==> src/rtl/instr_loader.sv <==
// instr_loader: receives a little-endian byte stream after a start pulse,
// packs every four bytes into an instruction word and writes it to the
// instruction memory at consecutive word addresses. The core is held in
// reset until the load finishes. A load ends on a NO-OP (all-zero) terminator
// word, which is itself written, or when memory capacity is reached, which
// raises err.
module instr_loader #(
    parameter int WIDTH    = 32,
    parameter int NUM_INST = 32
) (
    input  logic             clk,
    input  logic             rst,
    input  logic             start,
    input  logic             byte_valid,
    input  logic [7:0]       byte_data,
    output logic             byte_ready,
    output logic             wr_en,
    output logic [WIDTH-1:0] wr_addr,
    output logic [WIDTH-1:0] wr_data,
    output logic             core_hold,
    output logic             done,
    output logic             err,
    output logic [WIDTH-1:0] words_written
);

    typedef enum logic [1:0] {
        IDLE  = 2'd0,
        RECV  = 2'd1,
        WRITE = 2'd2,
        DONE  = 2'd3
    } state_t;

    state_t           r_state;
    state_t           w_next_state;

    // Lower three bytes of the word being assembled; the fourth byte goes
    // straight into the write data register when it arrives.
    logic [23:0]      r_word_lo;
    logic [1:0]       r_byte_cnt;
    logic [WIDTH-1:0] r_word_idx;
    logic [WIDTH-1:0] r_words_written;
    logic [WIDTH-1:0] r_wr_addr;
    logic [WIDTH-1:0] r_wr_data;
    logic             r_err;

    logic             w_accept;
    logic             w_load_start;
    logic             w_last_byte;
    logic             w_is_term;
    logic             w_at_cap;
    logic [31:0]      w_full_word;

    // Byte address of a word index (index times four).
    function automatic logic [WIDTH-1:0] word_to_byte_addr(input logic [WIDTH-1:0] idx);
        return {idx[WIDTH-3:0], 2'b00};
    endfunction

    // A byte is consumed only while receiving; byte_valid elsewhere is ignored.
    assign w_accept    = byte_valid && (r_state == RECV);
    assign w_last_byte = w_accept && (r_byte_cnt == 2'd3);
    assign w_full_word = {byte_data, r_word_lo};

    // Exit decisions in WRITE look at the word just presented on wr_data.
    assign w_is_term = (r_wr_data == '0);
    assign w_at_cap  = (r_word_idx == WIDTH'(NUM_INST - 1));

    assign wr_addr       = r_wr_addr;
    assign wr_data       = r_wr_data;
    assign words_written = r_words_written;
    assign err           = r_err;

    // State register; reset returns to IDLE immediately.
    always_ff @(posedge clk or posedge rst) begin
        if (rst) begin
            r_state <= IDLE;
        end else begin
            r_state <= w_next_state;
        end
    end

    // Next-state and state-decoded outputs.
    always_comb begin
        w_next_state = r_state;
        w_load_start = 1'b0;
        byte_ready   = 1'b0;
        wr_en        = 1'b0;
        core_hold    = 1'b1;
        done         = 1'b0;
        case (r_state)
            IDLE: begin
                if (start) begin
                    w_next_state = RECV;
                    w_load_start = 1'b1;
                end
            end
            RECV: begin
                // start is deliberately ignored while a load is in progress
                byte_ready = 1'b1;
                if (w_last_byte) begin
                    w_next_state = WRITE;
                end
            end
            WRITE: begin
                wr_en = 1'b1;
                if (w_is_term || w_at_cap) begin
                    w_next_state = DONE;
                end else begin
                    w_next_state = RECV;
                end
            end
            DONE: begin
                core_hold = 1'b0;
                done      = 1'b1;
                if (start) begin
                    w_next_state = RECV;
                    w_load_start = 1'b1;
                end
            end
            default: begin
                w_next_state = IDLE;
            end
        endcase
    end

    // Byte assembly, write address/data capture and load bookkeeping.
    always_ff @(posedge clk or posedge rst) begin
        if (rst) begin
            r_word_lo       <= '0;
            r_byte_cnt      <= '0;
            r_word_idx      <= '0;
            r_words_written <= '0;
            r_wr_addr       <= '0;
            r_wr_data       <= '0;
            r_err           <= 1'b0;
        end else if (w_load_start) begin
            // Counter cleared so any leftover partial bytes get overwritten.
            r_byte_cnt      <= '0;
            r_word_idx      <= '0;
            r_words_written <= '0;
            r_err           <= 1'b0;
        end else if (w_accept) begin
            r_byte_cnt <= r_byte_cnt + 2'd1;
            case (r_byte_cnt)
                2'd0: r_word_lo[7:0]   <= byte_data;
                2'd1: r_word_lo[15:8]  <= byte_data;
                2'd2: r_word_lo[23:16] <= byte_data;
                default: begin
                    // Capture on the fourth byte so wr_addr/wr_data are valid
                    // during WRITE and hold afterwards.
                    r_wr_addr <= word_to_byte_addr(r_word_idx);
                    r_wr_data <= WIDTH'(w_full_word);
                end
            endcase
        end else if (r_state == WRITE) begin
            r_words_written <= r_words_written + WIDTH'(1);
            if (w_is_term) begin
                r_err <= 1'b0;
            end else if (w_at_cap) begin
                r_err <= 1'b1;
            end else begin
                r_word_idx <= r_word_idx + WIDTH'(1);
            end
        end
    end

endmodule

==> config.mk <==
export PLATFORM = sky130hd
export DESIGN_NAME = instr_loader
export DESIGN_NICKNAME = d
export VERILOG_FILES = /design/src/rtl/instr_loader.sv
export SDC_FILE = /design/constraint.sdc
export NUM_CORES = 1
export LEC_CHECK = 0
export BUFFER_PORTS_ARGS = -buffer_cell sky130_fd_sc_hd__buf_4
export CAP_MARGIN = 30
export CORE_AREA = 2 2 133 135
export CTS_CLUSTER_DIAMETER = 200
export DETAILED_ROUTE_END_ITERATION = 7
export DIE_AREA = 0 0 135 137
export REMOVE_ABC_BUFFERS = 1
export SLEW_MARGIN = 20
export SYNTH_ARGS = -nofsm -noshare
export SYNTH_HDL_FRONTEND = slang
export SYNTH_SLANG_ARGS = --single-unit
==> constraint.sdc <==
create_clock -name clk -period 9.25 [get_ports clk]
set_input_delay 0.4625 -clock clk [delete_from_list [all_inputs] [get_ports clk]]
set_output_delay 0.4625 -clock clk [all_outputs]
set_load 0.05 [all_outputs]
==> After elaboration in Yosys (flattened, before gate mapping) <==
Index checks and enable logic that the tools add are counted.
{ "totals": {"ff_bits": 155, "out_inout_bits": 101, "elab_cells": 71} }
{ "classes": {"addsub": 3, "n_eq_ne": 12, "n_mux": 25, "bitwise": 2, "n_reduce_logical": 19} }
{ "ops": {"columns": ["op", "n"], "rows": [
  ["32-bit two-way mux", 8],
  ["32-bit by 1-bit adder with 32-bit output, second input constant", 2],
  ["32-bit by 5-bit equality test with 1-bit output, second input constant", 1],
  ["32-bit zero test", 1],
  ["3-bit AND reduction", 5],
  ["1-bit two-way mux", 11],
  ["2-bit two-way mux", 5],
  ["2-bit equality test, second input constant", 4],
  ["2-bit inequality test, second input constant", 3],
  ["2-bit case mux with 3 select lines", 1],
  ["2-bit by 1-bit equality test with 1-bit output, second input constant", 2],
  ["2-bit zero test", 2],
  ["2-bit by 1-bit inequality test with 1-bit output, second input constant", 2],
  ["2-bit AND reduction", 2],
  ["4-bit AND reduction", 1],
  ["2-bit nonzero test", 2],
  ["3-bit nonzero test", 1],
  ["3-bit OR reduction", 1],
  ["2-bit by 1-bit adder with 2-bit output, second input constant", 1],
  ["1-bit logical AND", 2],
  ["1-bit inverter", 2],
  ["2-bit OR reduction", 1],
  ["1-bit logical OR", 1]
]} }

==> Depth between registers and ports, before layout <==
{ "depth": {"word_depth": 6, "depth_mapped": 10, "mapped_depth_nobuf": 8} }

==> Least setup slack after synthesis <==
No wires, ideal clock.
{ "synth_path": {"kind": "register to register", "start": "reg r_state[0]", "end": "reg r_word_idx[11]", "t_arrival_ps": 2304, "required_time_ps": 9122, "setup_slack_ps": 6819, "path_stages_with_launch": 8, "path_buffers": 0, "period_less_slack_ps": 2431, "cell_sequence": "dfrtp_1 inv_1 ha_1 a21boi_2 o21ai_0 nor3b_2 nor2b_1 mux2_1"} }
{ "synth_via": {"elab_chain_len": 5} }
{ "synth_rtl": {"columns": ["element", "line", "source"], "rows": [
  ["from (decl)", "33", "state_t r_state;"],
  ["from (signal assigned)", "77", "r_state <= w_next_state;"],
  ["2-bit equality test / 2-bit zero test (equally long branches)", "89", "case (r_state)"],
  ["2-bit OR reduction (no line)", null, null],
  ["1-bit two-way mux", null, null],
  ["2-bit inequality test (no line) (tied with other cells)", null, null],
  ["4-bit AND reduction (no line)", null, null],
  ["to (signal assigned)", "161", "r_word_idx <= r_word_idx + WIDTH'(1);"],
  ["to (decl)", "40", "logic [WIDTH-1:0] r_word_idx;"]
]} }
Several ways; a longest one is shown, not always the timed one.
A chain may end at the register's enable or synchronous reset.

==> Worst setup path in the final report <==
{ "layout_path": {"start": "reg r_state[0]", "end": "reg r_words_written[17], in the netlist words_written[17]"} }
{ "layout_via": {"elab_chain_len": 5} }
{ "layout_rtl": {"columns": ["element", "line", "source"], "rows": [
  ["2-bit equality test / 2-bit zero test (equally long branches)", "89", null],
  ["2-bit OR reduction (no line)", null, null],
  ["1-bit two-way mux", null, null],
  ["2-bit by 1-bit inequality test with 1-bit output (no line) / 2-bit nonzero test (equally long branches)", null, null],
  ["2-bit AND reduction (no line)", null, null],
  ["to (signal assigned)", "155", "r_words_written <= r_words_written + WIDTH'(1);"],
  ["to (decl)", "41", "logic [WIDTH-1:0] r_words_written;"]
]} }
Several ways; a longest one is shown, not always the timed one.

==> impl_metrics.py <==
metrics = {
    "run_status": {
        "status": "finished, final reports clean",
    },
    "cts": {
        "cts_tree": "yes",
        "clock-root-buffer": "clkbuf_16",
        "htree_levels": 4,
        "numClockSinks": 155,
        "cts_setup_buffers": 0,
        "clk_pin_slew_ps": 60,
        "cts_buffers": 17,
        "cts.repair.resized": 0,
        "cts_hold_buf": 0,
        "clock_path_buffers": 2,
        "clk_latency_ps": 420,
    },
    "placed_design": {
        "io_buffers": 110,
        "dpl.hpwl_um": 10930,
        "dp_cells": 932,
        "placed_cell_area_um2": 8080,
        "place_ws_ps": 6372,
        "gp_congestion": 0.7984,
    },
    "final_layout": {
        "regArea_um2": 3879,
        "syn_to_final_growth_pct": 23.27,
        "fin_area_um2": 8710,
        "n_fill_cell": 1508,
        "multiInputGateArea_um2": 2995,
        "layout-drive-gt1-share": 0.3302,
        "nNetsFinal": 748,
        "post-route-util": 0.5106,
        "diodes": 0,
        "stdcell_count": 964,
    },
    "worst_setup_path": {
        "required_ps": 9530,
        "regToRegStartpoint": "r_state[0]",
        "worst-path-max-fanout": 52,
        "ff2ff_path_depth": 9,
        "cp-start-kind": "flop",
        "slowest_stage": "buf_4",
        "cpLargestDelayFamily": "simple AND/OR/NAND/NOR gates",
        "endpoint_kind": "flop",
        "r2r_slack_ps": 6370,
        "arrival_ps": 3160,
        "critPathBufInv": 2,
        "regToRegEndpoint": "words_written[17]",
        "crit_path_cell_trace": "inv_1 -> ha_1 -> and2_2 -> buf_4 -> o2111ai_1 -> nand2b_1 -> nor3_1 -> xnor2_1 -> nor2_1",
        "slowest_delay_ps": 540,
        "worstSetupPathType": "reg2reg",
    },
    "detailed_routing": {
        "wl_met3_um": 854,
        "wl_met2_um": 7880,
        "drtIter0Drc": 237,
        "firstDrtPassIters": 4,
        "route.detailed.drc": 0,
        "via_count": 5109,
        "postRouteAntennaNets": 0,
        "post_drt_via_cell_ratio": 5.300,
        "route.detailed.wl_per_inst_um": 16.43,
        "highest_layer": "met4",
        "met1_length_um": 6860,
        "wl_um": 15840,
    },
    "global_routing": {
        "grt_use_total": 0.1781,
        "grt_pass1_vias": 5119,
        "grt_max_degree": 87,
        "grt_pass1_wl_um": 25990,
        "grt_overflow_total": 0,
        "antenna_found_initial": 0,
    },
    "timing": {
        "slew_viol_final": 0,
        "rsz0062_at_grt": "false",
        "max_slew_margin": 0.4450,
        "fin_skew_ps": 8.538,
        "finalCritPeriodShare": 0.3112,
        "hold_violations": 0,
        "tns_ps": 0,
        "setup_viol": 0,
        "worstMarginPinSlew_ps": 832.5,
        "fin_crit_ps": 2879,
        "fmax_mhz": 347.4,
        "timing.final.ws_setup_ps": 6371,
    },
    "power_and_ir_drop": {
        "powerDensity_nw_per_um2": 266.4,
        "power_frac_seq": 0.385,
        "p_leak_nw": 4.148,
        "switching_share": 0.3598,
        "vdd_drop_max_mv": 0.1839,
        "clkPwrFrac": 0.307,
        "intPower_w": 0.001485,
        "power_switching_w": 0.0008349,
        "p_comb_frac": 0.308,
    },
    "synth": {
        "yosys_warnings": 0,
        "synthCells": 622,
        "synth_top_cell_by_area": "dfrtp_1",
        "synthTopCellsByArea": "dfrtp_1 55%, mux2_2 13%, nor2_1 3.3%, xnor2_1 2.7%, nand2_1 2.4%",
        "yosysSeqAreaShare": 0.5490,
        "netlist.area_leader.share": 0.5490,
        "ys.flop_type": "dfrtp_1",
        "ys_async_sr_fraction": 1.000,
        "synth-edff-count": 0,
        "syn_avg_cell_area_um2": 11.36,
        "syn_area_um2": 7066,
        "ys_ff_latch": 155,
        "synth_cell_types": 52,
    },
    "floorplan": {
        "initial_utilization": 0.4142,
        "die-area_um2": 18500,
        "rows": 48,
        "die_w_um": 135,
        "die-height_um": 137,
        "core_um2": 17060,
        "io_pins": 113,
    },
    "flow_run": {
        "cap_violations": 0,
    },
    "worst_hold_path": {
        "hp-class": "in2async",
    },
}
[area by class of cell]
type | count | share of cell area
clock buffer | 21 | 0.05287
clock inverter | 10 | 0.01623
inverter | 15 | 0.007039
multi-input combinational | 422 | 0.3439
sequential | 155 | 0.4453
tap | 225 | 0.03232
timing repair buffer | 116 | 0.1023
[kinds of logic (layout without fill, tap and decap cells)]
logic type	after synthesis	count (layout)	synth area share
simple gates	225	225	0.1673
flops	155	155	0.5490
mux	84	84	0.1337
compound gates	62	62	0.05614
buf+inv	46	162	0.02780
xor+xnor	40	40	0.04958
fa+ha+maj	9	9	0.01594
other cells	1	2	0.0005307
[registers in the layout, indices dropped and copies added (netlist names)]
| name | flops |
|---|---|
| err | 1 |
| r_byte_cnt | 2 |
| r_state | 2 |
| r_word_idx | 32 |
| r_word_lo | 24 |
| words_written | 32 |
| wr_addr | 30 |
| wr_data | 32 |
[power groups by stage]
stage / Sequential [W] / Clock [W] / Combinational (W)
6_report: 0.000894 / 0.000712 / 0.000715
5_1_grt: 0.000911 / 0.000754 / 0.000766
4_1_cts: 0.000895 / 0.000724 / 0.000721
3_5_place_dp: 0.000905 / 0 / 0.000718
3_3_place_gp: 0.000896 / 0 / 0.000703
2_1_floorplan: 0.00111 / 0 / 0.000286
[cell usage in the layout, fill, tap and decap left out, types with 6 or more instances in the layout]
| master | count |
|---|---|
| or3_1 | 8 |
| nor2_1 | 62 |
| xnor2_1 | 22 |
| nand2_1 | 45 |
| a21oi_1 | 21 |
| and3_1 | 6 |
| nand3_1 | 17 |
| ha_1 | 9 |
| xor2_1 | 18 |
| nor4_1 | 16 |
| buf_4 | 115 |
| nand4_1 | 26 |
| dfrtp_1 | 155 |
| o21ai_0 | 15 |
| mux2_2 | 82 |
| nor3_1 | 15 |
| inv_1 | 14 |
| clkbuf_16 | 17 |
[how the worst max path moves through the flow]
stage                     startpoint                end  slack, ps  cells past startpoint
final                     r_state[0]  words_written[17]       6370                      9
after global routing      r_state[0]  words_written[17]       6040                      9
after CTS                 r_state[0]  words_written[17]       6360                      9
after detailed placement  r_state[0]  words_written[17]       6370                      9
after global placement    r_state[0]     r_word_idx[19]       6300                      6
after floorplan                  rst                err       4610                      1
[per-stage QoR]
step / hold WS (ps) / total power (W)
5_1_grt: 251.4 / 0.002431
3_5_place_dp: 481.1 / 0.001623
3_3_place_gp: 463.3 / 0.001599
6_report: 185.3 / 0.002320
2_1_floorplan: 475.4 / 0.001394
4_1_cts: 234.5 / 0.002340
[synth_stat cells (7+ instances only)]
cell	number
a21oi_1	21
buf_2	7
clkbuf_1	17
dfrtp_1	155
ha_1	9
inv_1	15
mux2_2	82
nand2_1	45
nand3_1	17
nand4_1	26
nor2_1	62
nor3_1	15
nor4_1	16
o21ai_0	15
or3_1	8
xnor2_1	22
xor2_1	18
[per-layer routing]
layer	track usage	vias up
li1	-	2417
met1	0.2241	2559
met2	0.2981	115
met3	0.04963	18
met4	0.05845	0
met5	0	-
[worst reg2reg max path: stages (launching register included)]
cell and delay (ps):
dfrtp_1 400, inv_1 60, ha_1 320, and2_2 400
buf_4 540, o2111ai_1 360, nand2b_1 260, nor3_1 220
xnor2_1 140, nor2_1 50
Power figures use the tool's default switching activity.
